<file path="src/rtl/lz77_stream_encoder.sv">
// Streaming LZ77 encoder; token valid WIN_DEPTH+1 cycles after the fill-completing accept.
// Backpressure: tok_ready low holds EMIT indefinitely; in_ready is only high in FILL.
module lz77_stream_encoder #(
  parameter int DATA_W    = 8,
  parameter int WIN_DEPTH = 16,
  parameter int LA_DEPTH  = 4,
  localparam int OFF_W    = $clog2(WIN_DEPTH),
  localparam int LEN_W    = $clog2(LA_DEPTH + 1)
) (
  input  logic                            clk,
  input  logic                            rst,
  input  logic                            start,
  input  logic                            in_valid,
  output logic                            in_ready,
  input  logic [DATA_W-1:0]               in_data,
  input  logic                            in_last,
  output logic                            tok_valid,
  input  logic                            tok_ready,
  output logic [OFF_W+LEN_W+DATA_W-1:0]   tok_data,
  output logic                            tok_last,
  output logic                            busy,
  output logic                            done
);
  localparam int CNT_W = $clog2(LA_DEPTH + 2);
  localparam int WC_W  = $clog2(WIN_DEPTH + 1);

  typedef enum logic [2:0] {IDLE, FILL, SEARCH, EMIT, SLIDE} state_t;
  state_t state, state_nxt;

  logic [DATA_W-1:0] win [WIN_DEPTH];
  logic [DATA_W-1:0] la  [LA_DEPTH+1];
  logic [WC_W-1:0]   win_cnt;
  logic [CNT_W-1:0]  la_cnt, la_cnt_acc, slide_rem;
  logic              last_seen, last_acc, acc;
  logic [OFF_W-1:0]  d_idx, best_off, fin_off, widx;
  logic [LEN_W-1:0]  best_len, cand_len, fin_len, tok_len;
  logic              run, better, search_end, slide_end;
  int                cap_i;

  assign in_ready   = (state == FILL) && (la_cnt < CNT_W'(LA_DEPTH + 1)) && !last_seen;
  assign busy       = (state != IDLE);
  assign acc        = in_valid && in_ready;
  assign la_cnt_acc = la_cnt + CNT_W'(acc);
  assign last_acc   = last_seen || (acc && in_last);
  assign search_end = (state == SEARCH) && (d_idx == OFF_W'(WIN_DEPTH - 1));
  assign slide_end  = (state == SLIDE) && (slide_rem == CNT_W'(1));

  // Match length at distance d_idx+1; history at distance d-k sits in win[d_idx-k].
  always_comb begin
    cap_i = int'(la_cnt) - 1;
    if (cap_i > LA_DEPTH) cap_i = LA_DEPTH;
    cand_len = '0;
    run      = 1'b1;
    widx     = '0;
    for (int k = 0; k < LA_DEPTH; k++) begin
      widx = d_idx - OFF_W'(k);
      if (run && (k <= int'(d_idx)) && (k < cap_i) && (int'(d_idx) < int'(win_cnt)) &&
          (la[k] == win[widx]))
        cand_len = LEN_W'(k + 1);
      else
        run = 1'b0;
    end
  end

  // Strictly-longer wins, so scanning d upward keeps the smallest d on ties.
  assign better  = (cand_len > best_len);
  assign fin_len = better ? cand_len : best_len;
  assign fin_off = better ? d_idx : best_off;

  always_ff @(posedge clk or negedge rst) begin
    if (!rst) state <= IDLE;
    else      state <= state_nxt;
  end

  always_comb begin
    state_nxt = state;
    case (state)
      IDLE:   if (start) state_nxt = FILL;
      FILL: begin
        if (last_seen && (la_cnt == '0))
          state_nxt = IDLE;
        else if ((la_cnt_acc == CNT_W'(LA_DEPTH + 1)) || (last_acc && (la_cnt_acc != '0)))
          state_nxt = SEARCH;
      end
      SEARCH: if (search_end) state_nxt = EMIT;
      EMIT:   if (tok_ready) state_nxt = SLIDE;
      SLIDE:  if (slide_end) state_nxt = FILL;
      default: state_nxt = IDLE;
    endcase
  end

  always_ff @(posedge clk or negedge rst) begin
    if (!rst) begin
      for (int i = 0; i < WIN_DEPTH; i++) win[i] <= '0;
      for (int i = 0; i <= LA_DEPTH; i++) la[i] <= '0;
      win_cnt   <= '0;
      la_cnt    <= '0;
      last_seen <= 1'b0;
      d_idx     <= '0;
      best_len  <= '0;
      best_off  <= '0;
      tok_len   <= '0;
      slide_rem <= '0;
      tok_valid <= 1'b0;
      tok_data  <= '0;
      tok_last  <= 1'b0;
      done      <= 1'b0;
    end else begin
      done <= (state == FILL) && (state_nxt == IDLE);
      case (state)
        IDLE: if (start) begin
          win_cnt   <= '0;
          la_cnt    <= '0;
          last_seen <= 1'b0;
        end
        FILL: begin
          if (acc) begin
            la[la_cnt] <= in_data;
            la_cnt     <= la_cnt_acc;
            if (in_last) last_seen <= 1'b1;
          end
          if (state_nxt == SEARCH) begin
            d_idx    <= '0;
            best_len <= '0;
            best_off <= '0;
          end
        end
        SEARCH: begin
          if (better) begin
            best_len <= cand_len;
            best_off <= d_idx;
          end
          d_idx <= d_idx + OFF_W'(1);
          if (search_end) begin
            tok_valid <= 1'b1;
            tok_data  <= {fin_off, fin_len, la[fin_len]};
            tok_last  <= last_seen && (int'(la_cnt) == int'(fin_len) + 1);
            tok_len   <= fin_len;
          end
        end
        EMIT: if (tok_ready) begin
          tok_valid <= 1'b0;
          slide_rem <= CNT_W'(tok_len) + CNT_W'(1);
        end
        SLIDE: begin
          win[0] <= la[0];
          for (int i = 1; i < WIN_DEPTH; i++) win[i] <= win[i-1];
          for (int i = 0; i < LA_DEPTH; i++) la[i] <= la[i+1];
          la[LA_DEPTH] <= '0;
          la_cnt       <= la_cnt - CNT_W'(1);
          slide_rem    <= slide_rem - CNT_W'(1);
          if (win_cnt != WC_W'(WIN_DEPTH)) win_cnt <= win_cnt + WC_W'(1);
        end
        default: ;
      endcase
    end
  end
endmodule

</file>
<file path="config.mk">
export PLATFORM = sky130hd
export DESIGN_NAME = lz77_stream_encoder
export DESIGN_NICKNAME = d
export VERILOG_FILES = /design/src/rtl/lz77_stream_encoder.sv
export SDC_FILE = /design/constraint.sdc
export NUM_CORES = 1
export LEC_CHECK = 0
export ABC_CLOCK_PERIOD_IN_PS = 8300
export CAP_MARGIN = 20
export CORE_UTILIZATION = 60
export DETAILED_ROUTE_END_ITERATION = 7
export PLACE_DENSITY = 0.78
export SYNTH_ARGS = -nofsm -noshare
export SYNTH_HDL_FRONTEND = slang
export SYNTH_SLANG_ARGS = --single-unit
</file>
<file path="constraint.sdc">
create_clock -name clk -period 8.3 [get_ports clk]
set_input_delay 1.245 -clock clk [delete_from_list [all_inputs] [get_ports clk]]
set_output_delay 1.245 -clock clk [all_outputs]
set_load 0.02 [all_outputs]
</file>
Yosys cells after proc, flatten, opt, wreduce, memory -nomap -nowiden
Index checks and enable logic that the tools add are counted.
- output and inout port bits: 20
- flip-flop bits (word level): 215
- logic and storage cells: 195
- reductions and logical operators: 48
- $lt $le $gt $ge: 18
- mux-type cells: 57
- bitwise logic cells: 6
- add/sub/neg operators: 11
- equality and inequality tests: 21
- operators with widths (cell ; count):
    $bmux W8 S4 ; 4
    $mux W8 ; 11
    $pmux W40 S2 ; 1
    $lt A3 B32 Y1 const A ; 2
    $bwmux W40 ; 1
    $mux W40 ; 1
    $mux W3 ; 13
    $eq A8 B8 Y1 ; 4
    $lt A1 B32 Y1 const A ; 1
    $lt A2 B32 Y1 const A ; 1
    $mux W32 ; 1
    $logic_and A1 B1 Y1 ; 25
    $bmux W8 S3 ; 1
    $demux W8 S3 ; 1
    $ge A5 B5 Y1 const B ; 4
    $not A4 Y5 ; 4
    $pmux W4 S2 ; 2
    $pmux W3 S5 ; 1
    $pmux W3 S2 ; 2
    $reduce_bool A2 Y1 ; 6
    $mux W5 ; 2
    $ne A2 B2 Y1 const B ; 5
    $pmux W5 S2 ; 1
    $eq A3 B2 Y1 const B ; 3
    36 further kinds ; 64

Longest topological paths before layout
- word-level depth: 28
- depth in mapped cells: 33
- mapped depth without buffers: 25

Worst setup path after synthesis
OpenSTA, ideal clock, no wires.
- path type: register to register
- start point: reg d_idx[1]
- end point: reg tok_last
- data arrival time: 6.313 ns
- path buffers: 7
- cell stages (with the launch flop): 30
- slack: 1.904 ns
- cells stage by stage: dfrtp_1 -> buf_2 -> buf_6 -> buf_2 -> inv_2 -> ha_1 -> buf_2 -> buf_2 -> mux4_2 -> mux2i_1 -> mux2i_1 -> xor2_1 -> nor4_1 -> nor4b_1 -> and3_1 -> nor2b_1 -> nor2_1 -> ha_1 -> a21o_1 -> a21oi_1 -> a31o_2 -> buf_1 -> nor4b_1 -> o211ai_1 -> nand3_1 -> buf_2 -> ha_1 -> xnor2_1 -> nand4_1 -> o21ai_0
- word-level cells in the longest chain between the ends: 27
- RTL lines (what ; RTL line ; text):
    start, declared ; 35 ; logic [OFF_W-1:0] d_idx, best_off, fin_off, widx;
    start signal, assigned ; 133 ; d_idx <= d_idx + OFF_W'(1);
    parallel branches: the longest is 21 deep, another holds $sub A4 B1 Y4 ; n/a ;
    $mux W3 * ; 57 ; if (run && (k <= int'(d_idx)) && (k < cap_i) && (int'(d_idx) < int'(win_cnt)) &&
    $gt A3 B3 Y1 ; 66 ; assign better = (cand_len > best_len);
    $mux W3 * ; n/a ;
    net fin_len[0] ; 36 ; logic [LEN_W-1:0] best_len, cand_len, fin_len, tok_len;
    $add A3 B1 Y4 * ; 137 ; tok_last <= last_seen && (int'(la_cnt) == int'(fin_len) + 1);
    $eq A3 B4 Y1 * ; 137 ;
    $logic_and A1 B1 Y1 * ; 137 ;
    end signal, assigned ; 137 ;
    end, declared ; 20 ; output logic tok_last,
Mark *: on every way through the listed nets, which the timed path passes. The select of a mux whose other input is x is not followed.
A chain may end at the register's enable or synchronous reset.

Worst setup path after layout
- start point: reg d_idx[0]
- end point: reg tok_last
- word-level cells in the longest chain between the ends: 27
- RTL lines (what):
    parallel branches: the longest is 27 deep, another holds $sub A4 B1 Y4
Several ways; the timed one is not identified. The select of a mux whose other input is x is not followed.

==> metrics <==
status complete, no violations; Reg2Reg Capture Point tok_last; r2r setup slk 1.25 ns; Final Cycle Share 84.9%; clock sink count 212; drt total wl 38900 microns; register area share after synthesis 37.3%; Initial Util 62.0%; largest net degree at the start of global routing 97; DP HPWL 26600 microns; ys flop type dfrtp_1; Hold Crit Depth 2; Multi-input gate area 8390 sq um; DRT iter0 DRCs 1340; Critical Path End Type flip-flop; fillcell total 1720; total CTS buffers 24; crit path max fanout 47; clk_lat worst skew 0.54 ns; number of flops mapped to enable cells by yosys 0; I/O Pins 34; Req. time, crit path 8.74 ns; CTS resizes 0; DP Area 14700 sq um; Gate Count Post-Synth 1480; Yosys reg bits 212; clock buffer depth 3; drt via density 6.62; CP Class flip-flop to flip-flop; Routability Congestion 0.978; vias in the first global route 11.3k; Peak Freq 0.142 GHz; P per Cell Area 322 nW/um^2; IO buf count 33; syn_nets 1518; nets@finish 1508; post-route DRC violation count 0; Synth cell types 76; Leak 7.26 nW; # diodes 0; Hold Path End tok_data[12]; VDD IR max 0.210 mV; postcts setup bufs 0; Post-Syn Area per Cell 9.60 sq um; TNS Setup 0 ns; share of cells above drive strength 1 14.7%; CTS Hold Bufs 0; gr ovfl total 0; hold wc startpoint tok_data[12]; Die W 156 microns; Tmin final 7.05 ns; Hold Crit Class flip-flop to flip-flop; DRT antenna net count 0; CTS tree yes; Post-Syn Area 14200 sq um; relative slew slack 17.8%; htree depth 1; # rows 55; first-pass GRT wire length 63300 microns; Worst Max-Slew Pin Slew 1.22 ns; gr usage total 33.3%; worst clock skew 0.0260 ns; die area 24300 sq um; RSZ-0062 raised after global routing no; Post-synth ARST share 100%; max-slew violation count 0; Clock Tree Root clkbuf_16; Arr. time, crit path 7.48 ns; r2r worst-path depth 24; WL/cell 21.6 microns; Critical Path Source Type flip-flop; Synthesis Warnings 0; CORE AREA 22900 sq um; DIE HEIGHT 156 microns; initial antenna violation count 0; Layout Area Growth over Synthesis 9.34%; Final Setup Violations 0; Seq. cell area 5310 sq um; First-pass DRT Iterations 8; Reg2Reg Launch Point d_idx[0]; routed vias 11.9k; final non-filler cell area 15500 sq um; total of max-cap violations 0; Reg clk slew, reported paths 0.06 ns; Hold Vio Cnt, Final 0
==> synth_stat cells (all sizes together) (3+ instances only) <==
master    n  area (sq um)
mux4    103          2320
mux2i   102          1020
nand4b    3          26.3
mux2     17           191
a22oi    35           268
nor3b     6          45.0
buf      43           250
and3     12          75.1
or3       3          23.8
nor2b     5          31.3
nor4b     4          35.0
o211ai   14           105
nor2     45           171
a31o      7          61.3
nand4    17           106
nand2   524          1970
o41ai     3          26.3
a22o      7          61.3
dfrtp   212          5310
or4       4          30.0
a32oi    12           105
nand3    25           130
o21ai    30           161
ha       24           300
and2      5          31.3
nand3b    5          37.5
nor3     16          85.1
inv      27           101
xor2     15           139
a21o      4          30.0
or2       4          25.0
clkbuf   47           176
a211oi    4          30.0
a21boi    3          26.3
a21oi    21           105
nand2b    7          43.8
nor4      7          50.1
xnor2    29           254
==> power breakdown <==
part	leakage [nW]	internal, mW	switching (mW)
Combinational	3.95	0.960	1.35
Clock	0.418	0.672	0.456
Sequential	2.89	1.21	0.355
==> worst max-delay path by stage <==
stage,from,to,slack [ns],depth (start not counted)
after CTS,d_idx[0],tok_last,1.22,23
after detailed placement,d_idx[0],tok_last,1.29,24
after global placement,d_idx[0],tok_last,1.51,23
after floorplan,d_idx[1],tok_last,1.90,29
after global routing,d_idx[0],tok_last,0.72,24
final,d_idx[0],tok_last,1.25,24
==> sequential cells by signal (all words and copies together), names as in the netlist <==
name,count
done,1
la,40
win,128
tok_data,15
win_cnt,5
slide_rem,3
la_cnt,3
d_idx,4
best_off,4
last_seen,1
tok_valid,1
best_len,3
state,3
tok_last,1
==> worst max-delay path: stages, from the launching register on <==
cell,delay (ns)
dfrtp_4,0.91
inv_2,0.08
ha_2,1.01
clkinv_1,0.52
mux4_2,0.58
nand2_1,0.08
a2bb2oi_1,0.07
nor4_1,0.40
nor4b_1,0.28
and3_1,0.22
nor2b_1,0.16
nor2_1,0.06
ha_1,0.30
a21o_1,0.11
a21oi_1,0.12
a31o_2,0.33
nor4b_1,0.42
o211ai_1,0.15
nand3_1,0.12
buf_4,0.26
ha_1,0.21
xnor2_1,0.08
a211oi_1,0.18
a21oi_1,0.06
o21ai_0,0.20
==> per-stage QoR <==
step                hold WS, ns  power, mW  setup WS (ns)  utilization [%]  cells
CTS                       0.490       4.96           1.22             67.8   1800
floorplan                 0.464       3.19           1.90                -   1480
detailed placement        0.470       3.83           1.29             64.1   1756
global route              0.520       5.25          0.718             67.8   1801
finish                    0.492       5.00           1.25             67.8   1801
global placement          0.461       3.78           1.51             64.0   1755
==> cell type report <==
type | instances | share of cell area [%]
Clock buffer | 29 | 4.32
Clock inverter | 15 | 1.08
Inverter | 28 | 0.677
Multi-Input combinational cell | 1150 | 54.0
Sequential cell | 212 | 34.2
Tap cell | 313 | 2.52
Timing Repair Buffer | 54 | 3.20
==> per-layer routing <==
layer | vias to the layer above | GRT usage (%) | share of wire (%) | wire length [microns]
li1 | 5249 | - | - | -
met1 | 5859 | 45.8 | 39 | 15200
met2 | 684 | 52.6 | 47 | 18400
met3 | 123 | 6.92 | 10 | 4080
met4 | 0 | 11.7 | 3.3 | 1270
met5 | - | 0 | 0 | 0
==> kinds of logic after synthesis <==
kind of cell | synth area share, %
XOR/XNOR | 2.77
AND/OR/NAND/NOR | 21.0
adder cells (fa/ha/maj) | 2.11
AO/OA/AOI/OAI | 8.15
flip-flops | 37.3
buffers and inverters | 3.74
multiplexers | 24.9
==> placed cells by master, fill, tap and decap left out, types with 5 or more instances in the layout <==
cell	count
nand2_1	523
dfrtp_1	209
mux4_2	103
mux2i_1	101
nor2_1	44
a22oi_1	34
clkdlybuf4s50_1	32
o21ai_0	29
xnor2_1	28
clkbuf_16	25
nand3_1	24
inv_1	23
ha_1	23
a21oi_1	21
buf_4	19
nand4_1	17
nor3_1	15
xor2_1	14
mux2_2	14
o211ai_1	14
and3_1	12
a32oi_1	12
nand2b_1	7
a31o_2	7
a22o_1	7
clkinv_2	7
nor3b_1	6
nor4_1	6
nor2b_1	5
nand3b_1	5
Note: power is estimated with default switching activity, not from simulation.
